$ cat src/rtl/mic_vol_meter.sv
// Peak-hold microphone volume meter producing a 4-bit level per window.
// Optional release-limited output: define VOL_METER_DECAY_EN.
module mic_vol_meter #(
  parameter int unsigned WINDOW = 4000,
  parameter int unsigned FLOOR  = 2048,
  parameter int unsigned SHIFT  = 7
) (
  input  logic        clk,
  input  logic        reset,
  input  logic        sample_valid,
  input  logic [11:0] mic_in,
  output logic [3:0]  vol_lvl,
  output logic        vol_valid,
  output logic [11:0] peak_out
);

  typedef enum logic {
    ACC = 1'b0,
    MAP = 1'b1
  } state_e;

  localparam logic [15:0] LAST    = 16'(WINDOW - 1);
  localparam logic [12:0] FLOOR13 = 13'(FLOOR);

  state_e      state_q, state_d;
  logic [15:0] cnt_q, cnt_d;
  logic [11:0] run_q, run_d;
  logic [11:0] win_q, win_d;
  logic [3:0]  lvl_q, lvl_d;
  logic        vld_q, vld_d;
  logic [11:0] pk_q, pk_d;

  logic        win_end;
  logic [11:0] run_max;
  logic [12:0] diff;
  logic [12:0] shifted;
  logic [3:0]  lvl_new;
  logic [3:0]  lvl_out;

  assign run_max = (mic_in > run_q) ? mic_in : run_q;
  assign win_end = (state_q == ACC) && sample_valid
                && (cnt_q == LAST);

  // Quantise the captured window peak to a 0..15 level
  always_comb begin
    diff    = {1'b0, win_q} - FLOOR13;
    shifted = diff >> SHIFT;
    lvl_new = 4'd0;
    if ({1'b0, win_q} <= FLOOR13) begin
      lvl_new = 4'd0;
    end else if (shifted > 13'd15) begin
      lvl_new = 4'd15;
    end else begin
      lvl_new = shifted[3:0];
    end
  end

  // Choose what the displayed level becomes this window
  always_comb begin
`ifdef VOL_METER_DECAY_EN
    if (lvl_new >= lvl_q) begin
      lvl_out = lvl_new;
    end else begin
      lvl_out = lvl_q - 4'd1;
    end
`else
    lvl_out = lvl_new;
`endif
  end

  // State register
  always_ff @(posedge clk or posedge reset) begin
    if (reset) begin
      state_q <= ACC;
    end else begin
      state_q <= state_d;
    end
  end

  // Next-state: MAP lasts exactly one cycle after a window closes
  always_comb begin
    state_d = state_q;
    unique case (state_q)
      ACC: if (win_end) state_d = MAP;
      MAP: state_d = ACC;
      default: state_d = ACC;
    endcase
  end

  // Sample accumulation; a strobe in MAP seeds the next window
  always_comb begin
    cnt_d = cnt_q;
    run_d = run_q;
    win_d = win_q;
    unique case (state_q)
      ACC: begin
        if (sample_valid) begin
          if (cnt_q == LAST) begin
            win_d = run_max;
            cnt_d = 16'd0;
            run_d = 12'd0;
          end else begin
            cnt_d = cnt_q + 16'd1;
            run_d = run_max;
          end
        end
      end
      MAP: begin
        if (sample_valid) begin
          cnt_d = 16'd1;
          run_d = mic_in;
        end
      end
      default: begin
        cnt_d = cnt_q;
        run_d = run_q;
      end
    endcase
  end

  // Output update: level, peak and strobe land on the MAP edge
  always_comb begin
    lvl_d = lvl_q;
    pk_d  = pk_q;
    vld_d = 1'b0;
    if (state_q == MAP) begin
      lvl_d = lvl_out;
      pk_d  = win_q;
      vld_d = 1'b1;
    end
  end

  // Datapath and output registers
  always_ff @(posedge clk or posedge reset) begin
    if (reset) begin
      cnt_q <= 16'd0;
      run_q <= 12'd0;
      win_q <= 12'd0;
      lvl_q <= 4'd0;
      vld_q <= 1'b0;
      pk_q  <= 12'd0;
    end else begin
      cnt_q <= cnt_d;
      run_q <= run_d;
      win_q <= win_d;
      lvl_q <= lvl_d;
      vld_q <= vld_d;
      pk_q  <= pk_d;
    end
  end

  assign vol_lvl   = lvl_q;
  assign vol_valid = vld_q;
  assign peak_out  = pk_q;

endmodule

$ cat config.mk
export PLATFORM = sky130hd
export DESIGN_NAME = mic_vol_meter
export DESIGN_NICKNAME = d
export VERILOG_FILES = /design/src/rtl/mic_vol_meter.sv
export SDC_FILE = /design/constraint.sdc
export NUM_CORES = 1
export LEC_CHECK = 0
export ABC_AREA = 1
export CORE_MARGIN = 3
export CORE_UTILIZATION = 30
export CTS_CLUSTER_DIAMETER = 40
export CTS_CLUSTER_SIZE = 24
export DETAILED_ROUTE_END_ITERATION = 8
export RECOVER_POWER = 50
export SLEW_MARGIN = 20
export SYNTH_ARGS = -nofsm -noshare
export SYNTH_HDL_FRONTEND = slang
export SYNTH_SLANG_ARGS = --single-unit
$ cat constraint.sdc
create_clock -name clk -period 2.6 [get_ports clk]
set_input_delay 0.52 -clock clk [delete_from_list [all_inputs] [get_ports clk]]
set_output_delay 0.52 -clock clk [all_outputs]
set_load 0.01 [all_outputs]
==> key figures, run 1 <==
Run status
  • Status: complete, no violations

Clock network
  • Root Buffer: clkbuf_8
  • Post-CTS resize count: 0
  • Post-CTS Setup Bufs: 0
  • # clock sinks: 58
  • H-tree lvl count: 3
  • Clk Latency, worst-skew pair: 340 ps
  • Hold buffers post-CTS: 0
  • Total CTS buffers: 9
  • CTS tree: yes
  • Clk buf depth: 2
  • Worst-path clk slew: 70 ps

Placed design
  • Input/output buffers: 31
  • RD Place Congestion: 0.863
  • Hpwl dp: 5090 µm
  • Area post-placement: 3660 µm²

Worst setup path
  • Max FO, Critical Path: 21
  • Worst EP arrival: 2500 ps
  • CP endpoint kind: flip-flop
  • Critical-path top delay cell: clkdlybuf4s50_1
  • CP Data Required Time: 2800 ps
  • Largest stage delay on the critical path: 450 ps
  • Register-to-register setup slack: 390 ps
  • Setup CP Type: in2reg
  • CP most frequent cell: nand2_1
  • Crit path launch type: input pin
  • Critical path cell sequence: clkdlybuf4s50_1, ha_1, nand2_1, inv_1, nand2_1, nor2_1, nand2_1, nand3_1, nand2_1, buf_12, o21ai_0, o21ai_1

Global route
  • Initial antenna violation count: 0
  • Global-route wire length before repair: 12000 µm
  • Number of global-route vias before repair: 2552
  • Total grt overflow: 0
  • Largest net degree at the start of global routing: 34
  • Tot GR Track Use: 0.129

Yosys
  • Mean Syn Cell Area: 8.27 µm²
  • EDFF count, synth: 0
  • Library cells used by synthesis: 37
  • Post-Syn Area: 3170 µm²
  • Async SR Flop Fraction: 1.00
  • Synthesis Warnings: 0
  • Cell taking the most area after synthesis: dfrtp_1
  • Area fraction of the dominant cell type after synthesis: 0.457
  • Largest cells by area after synthesis: dfrtp_1 46%, nand2_1 12%, ha_1 5.1%
  • Syn nets: 412
  • Post-Syn Instances: 384
  • Prevailing post-synth register cell: dfrtp_1
  • #FFs+latches synth: 58
  • Sequential fraction of the synthesis area: 0.457

Floorplanning
  • Die Ht: 109 µm
  • FP Rows: 36
  • Die width: 109 µm
  • Initial Util: 0.316
  • Die ar.: 11900 µm²
  • I/O pins: 32
  • Core area: 10000 µm²

STA
  • Max transition margin: 0.0542
  • Final hold viol count: 0
  • Skew final: 11.7 ps
  • Max Slew Vio Count: 0
  • RSZ-0062 raised after global routing: false
  • Fin crit share: 0.885
  • Worst-margin pin slew: 1420 ps
  • Fmax: 435 MHz
  • Period minus WS final: 2300 ps
  • Setup violators final: 0
  • Setup TNS Final: 0 ps

Cells and area
  • Diode count: 0
  • P&R area growth vs syn: 20.4%
  • Ratio of cells with drive above 1 in the final layout: 0.101
  • Post-layout nets: 449
  • Fin util: 0.380
  • Fillers: 1061
  • Area taken by multi-input logic gates: 1470 µm²
  • Post-route cell area: 3820 µm²
  • Sequential standard cell area: 1450 µm²

Route
  • Vias per inst: 4.76
  • ANT nets after route: 0
  • Routed WL: 7110 µm
  • Drt drc: 0
  • DR WL/cell: 12.7 µm
  • First drt pass iteration count: 4
  • DRT iter0 DRCs: 171
  • Vias: 2659

Power and ir drop
  • VDD IR max: 295 µV
  • Pleak: 1.84 nW
  • Pwr dens: 757 nW/µm²

Worst hold path
  • Hold Path Class: reg2reg

Run
  • Max Cap Viol: 0
==> placed cells by master, fill, tap and decap left out, types with 3 or more instances in the layout <==
| cell | n |
|---|---|
| inv_2 | 4 |
| nand4_1 | 5 |
| o21ai_0 | 26 |
| dfrtp_1 | 58 |
| clkdlybuf4s50_1 | 30 |
| o21ai_1 | 10 |
| a21oi_1 | 8 |
| clkbuf_8 | 9 |
| nand3_1 | 28 |
| nor3_1 | 6 |
| nor2_1 | 16 |
| clkinv_2 | 3 |
| o22ai_1 | 7 |
| ha_1 | 13 |
| nand2_1 | 105 |
| nor3_4 | 3 |
| inv_1 | 41 |
| xor2_1 | 5 |
| o21ai_2 | 3 |
| o21bai_1 | 10 |
| clkbuf_1 | 3 |
==> state kept, by name (all words and copies together) (netlist names) <==
signal,cells
state_q,1
cnt_q,16
vol_valid,1
run_q,12
peak_out,12
vol_lvl,4
win_q,12
==> cells by family after synthesis <==
kind of cell,Yosys count,share of synthesized area
DFF,58,0.457
xor gates and xnor gates,6,0.0166
adders and majority gates,13,0.0512
buffers and inverters,59,0.0792
and+or+nand+nor,177,0.264
AOI/OAI and AO/OA,71,0.132
==> synth_stat cells, drive strengths merged (4+ instances only) <==
| cell type | n |
|---|---|
| o21ai | 39 |
| a21oi | 8 |
| clkbuf | 6 |
| nand4 | 7 |
| dfrtp | 58 |
| nand2 | 107 |
| xor2 | 5 |
| ha | 13 |
| o22ai | 7 |
| nor2 | 18 |
| buf | 7 |
| nand3 | 30 |
| o21bai | 10 |
| nor4 | 4 |
| nor3 | 10 |
| inv | 45 |
==> path summary, 6_finish.rpt <==
kind / to / cells after the start / start
setup / recovery: win_q[11] / 12 / mic_in[11]
hold / removal: peak_out[8] / 2 / peak_out[8]
setup reg to reg: vol_lvl[3] / 5 / state_q
hold reg to reg: peak_out[8] / 2 / peak_out[8]
max in group asynchronous: win_q[7] / 3 / reset
min in group asynchronous: vol_valid / 2 / reset
==> metal layers <==
layer	GRT usage	share of wire	up-vias
met5	0	0	-
met4	0.0496	0.0077	0
met3	0.0337	0.046	2
met2	0.189	0.43	57
met1	0.183	0.52	1253
li1	-	-	1347
==> report_power, final <==
| group | switching (mW) | internal, mW | total, mW |
|---|---|---|---|
| Clock | 0.381 | 0.440 | 0.821 |
| Sequential | 0.103 | 1.05 | 1.15 |
| Combinational | 0.558 | 0.361 | 0.919 |
==> worst max-delay path, delay by kind of cell <==
kind / cells / cell delay [ps]
fa+ha+maj: 1 / 320
simple gates: 6 / 500
compound gates: 2 / 470
buf+inv: 3 / 670
==> stage by stage <==
step                setup slack, ps  hold slack [ps]  std cells  total power [mW]
floorplan                       652              349        384              1.83
global placement              -21.9              455        543              2.07
detailed placement            -26.3              458        543              2.09
CTS                             339              476        559              2.93
global route                    142              500        559              3.14
finish                          299              471        559              2.89
==> layout make-up <==
type                            count  share of cell area
Sequential cell                    58               0.380
Multi-Input combinational cell    267               0.385
Clock buffer                        9              0.0324
Clock inverter                      7              0.0180
Tap cell                          133              0.0435
Inverter                           46              0.0452
Timing Repair Buffer               39              0.0959
Power figures use the tool's default switching activity.
==> inputs of run 2 (changes only) <==
--- a/config.mk
+++ b/config.mk
@@ -6,7 +6,7 @@
 export NUM_CORES = 1
 export LEC_CHECK = 0
 export ABC_AREA = 1
-export CORE_MARGIN = 3
+export CORE_MARGIN = 5
 export CORE_UTILIZATION = 30
 export CTS_CLUSTER_DIAMETER = 40
 export CTS_CLUSTER_SIZE = 24
==> run 2 against run 1 <==
Against the previous run:
- die area grew 7.5%
- flip-flop and latch count did not move
- register-to-register slack improved by 20 ps
- combinational power is 2.7% lower
- sequential share of layout area fell by 0.16 points
- non-clock buffer count decreased by 1
- clock skew increased by 4.7 ps
- cell count is 0.36% higher
- count of clock-buffer cells in the layout up 3
- final area up 0.43%
==> key figures, run 2 (same netlist as run 1, synthesis figures left out) <==
Worst hold path
  • Hold Path Class: reg2reg
  • Hold path endpoint: peak_out[9]
  • Worst hold path startpoint: peak_out[9]
  • Worst hold stages: 2 (unchanged)

Worst setup path
  • Crit path launch type: input pin
  • Max FO, Critical Path: 14 (-33%)
  • R2R depth: 5 (unchanged)
  • CP endpoint kind: flip-flop
  • CP Data Required Time: 2800 ps (about the same)
  • R2r endpoint: vol_lvl[3]
  • Register-to-register setup slack: 410 ps (+20 ps)
  • Setup CP Type: in2reg
  • Worst r2r src: state_q
  • Worst EP arrival: 2430 ps (-70 ps)

Floorplanning
  • I/O pins: 32 (unchanged)
  • Die width: 113 µm (+3.7%)
  • Initial Util: 0.307 (-0.00854)
  • Core area: 10300 µm² (+2.8%)
  • Die ar.: 12700 µm² (+7.5%)
  • Die Ht: 113 µm (+3.7%)
  • FP Rows: 37 (+2.8%)

Power and ir drop
  • Combinational group share of total power: 0.300 (-0.018)
  • Switching Share: 0.344 (-0.0167)
  • Int Pwr: 1.95 mW (+5.6%)
  • VDD IR max: 297 µV (+0.63%)
  • Pleak: 1.84 nW (about the same)
  • Sw Pwr: 1.02 mW (-1.9%)
  • Sequential share of power: 0.386 (-0.012)
  • Part of the power in the clock network: 0.313 (+0.029)
  • Pwr dens: 775 nW/µm² (+2.5%)

Global route
  • Total grt overflow: 0 (unchanged)
  • Global-route wire length before repair: 12400 µm (+3.4%)
  • Number of global-route vias before repair: 2605 (+2.1%)
  • Initial antenna violation count: 0 (unchanged)
  • Tot GR Track Use: 0.120 (-0.00936)
  • Largest net degree at the start of global routing: 59 (+74%)

Cells and area
  • Diode count: 0 (unchanged)
  • Commonest non-fill, non-tap cell in the layout: nand2_1
  • Ratio of cells with drive above 1 in the final layout: 0.0965 (-0.00447)
  • Post-layout nets: 448 (-0.22%)
  • Area taken by multi-input logic gates: 1470 µm² (-0.17%)
  • Most flops, register: cnt_q
  • P&R area growth vs syn: 20.9%
  • Largest register FFs: 16 (unchanged)
  • Fillers: 1075 (+1.3%)
  • Sequential standard cell area: 1450 µm² (unchanged)
  • Commonest cells after routing, fill and taps aside: 105 x nand2_1, 58 x dfrtp_1, 40 x inv_1
  • Fin util: 0.372 (-0.00871)

Route
  • Vias per inst: 4.64 (-2.4%)
  • Routed WL: 7230 µm (+1.8%)
  • Vias: 2605 (-2.0%)
  • First drt pass iteration count: 4 (unchanged)
  • DR WL/cell: 12.9 µm (+1.4%)
  • ANT nets after route: 0 (unchanged)
  • DRT iter0 DRCs: 169 (-1.2%)
  • Drt drc: 0 (unchanged)

STA
  • Max Slew Vio Count: 0 (unchanged)
  • Fmax: 449 MHz (+3.4%)
  • Setup TNS Final: 0 ps (unchanged)
  • Period minus WS final: 2230 ps (-74.6 ps)
  • RSZ-0062 raised after global routing: false
  • Skew final: 16.5 ps (+4.75 ps)
  • Fin crit share: 0.856 (-0.0287)
  • Final hold viol count: 0 (unchanged)
  • Setup violators final: 0 (unchanged)
  • Max transition margin: 0.0410 (-0.0132)
  • Worst-margin pin slew: 1440 ps (+19.8 ps)

Clock network
  • Clk buf depth: 2 (unchanged)
  • Worst-path clk slew: 70 ps (about the same)
  • Post-CTS resize count: 0 (unchanged)
  • Root Buffer: clkbuf_8
  • Hold buffers post-CTS: 0 (unchanged)
  • Clk Latency, worst-skew pair: 340 ps (about the same)
  • H-tree lvl count: 3 (unchanged)
  • Post-CTS Setup Bufs: 0 (unchanged)
  • Total CTS buffers: 9 (unchanged)
  • # clock sinks: 58 (unchanged)
  • CTS tree: yes

Placed design
  • RD Place Congestion: 0.850 (-1.5%)
  • Hpwl dp: 5150 µm (+1.2%)
  • Input/output buffers: 31 (unchanged)

Run status
  • Status: complete, no violations

Run
  • Max Cap Viol: 0 (unchanged)
-- run 2: changes by cell type in the layout (fill, tap and decap cells not counted) --
cell	delta
clkinv_2	-3
buf_4	+2
buf_12	-1
bufinv_16	+1
clkbuf_8	+1
clkinv_1	+1
inv_1	-1
inv_6	-1
nor2_1	+1
nor2_2	-1
-- run 2: worst max-delay path by stage --
stage	start	to	slack [ps]	depth (start not counted)
3_5_place_dp	mic_in[11]	win_q[3]	40	12
3_3_place_gp	mic_in[9]	run_q[11]	60	12
6_report	mic_in[11]	win_q[3]	370	12
2_1_floorplan	reset	cnt_q[0]	650	1
4_1_cts	mic_in[11]	win_q[3]	400	12
5_1_grt	state_q	vol_lvl[3]	190	5
-- run 2: layer usage --
metal  vias to the layer above  track usage  part of all wire  routed length (µm)
met1                      1204        0.162              0.49                3570
met3                        11       0.0283             0.040                 289
li1                       1349            -                 -                   -
met5                         -            0                 0                   0
met2                        41        0.186              0.45                3250
met4                         0       0.0457             0.016                 116
-- run 2: worst max-delay path, stage by stage --
cell,delay [ps]
clkdlybuf4s50_1,460
ha_1,330
nand2_1,70
inv_1,50
nand2_1,80
nor2_1,110
nand2_1,60
nand3_1,100
nand2_1,100
buf_4,190
o21ai_0,260
o21ai_1,90
-- run 2: power by group through the flow --
| stage | clock, mW | combinational (mW) | sequential (mW) |
|---|---|---|---|
| after floorplan | 0 | 0.684 | 1.14 |
| after global placement | 0 | 0.869 | 1.16 |
| after detailed placement | 0 | 0.899 | 1.16 |
| after CTS | 0.953 | 0.906 | 1.15 |
| after global routing | 1.00 | 1.04 | 1.17 |
| final | 0.933 | 0.894 | 1.15 |
-- run 2: cell type report --
type,count,area share
Multi-Input combinational cell,267,0.383
Clock inverter,4,0.0196
Tap cell,136,0.0443
Inverter,46,0.0450
Sequential cell,58,0.378
Timing Repair Buffer,38,0.0923
Clock buffer,12,0.0378
-- run 2: per-stage QoR --
step | std cells | setup slack, ps | instance area [µm²] | total power, mW | hold slack (ps)
2_1_floorplan | 384 | 652 | 3170 | 1.83 | 349
3_3_place_gp | 545 | 58.6 | 3640 | 2.03 | 460
3_5_place_dp | 545 | 43.3 | 3640 | 2.06 | 459
4_1_cts | 561 | 398 | 3860 | 3.01 | 475
5_1_grt | 561 | 194 | 3840 | 3.21 | 495
6_report | 561 | 374 | 3840 | 2.98 | 470
==> inputs of run 3 (changes only) <==
--- a/config.mk
+++ b/config.mk
@@ -12,7 +12,7 @@
 export CTS_CLUSTER_SIZE = 24
 export DETAILED_ROUTE_END_ITERATION = 8
 export RECOVER_POWER = 50
-export SLEW_MARGIN = 20
+export SLEW_MARGIN = 25
 export SYNTH_ARGS = -nofsm -noshare
 export SYNTH_HDL_FRONTEND = slang
 export SYNTH_SLANG_ARGS = --single-unit
==> results of run 3 <==
No change in the layout: final DEF, timing and power equal those of run 2.
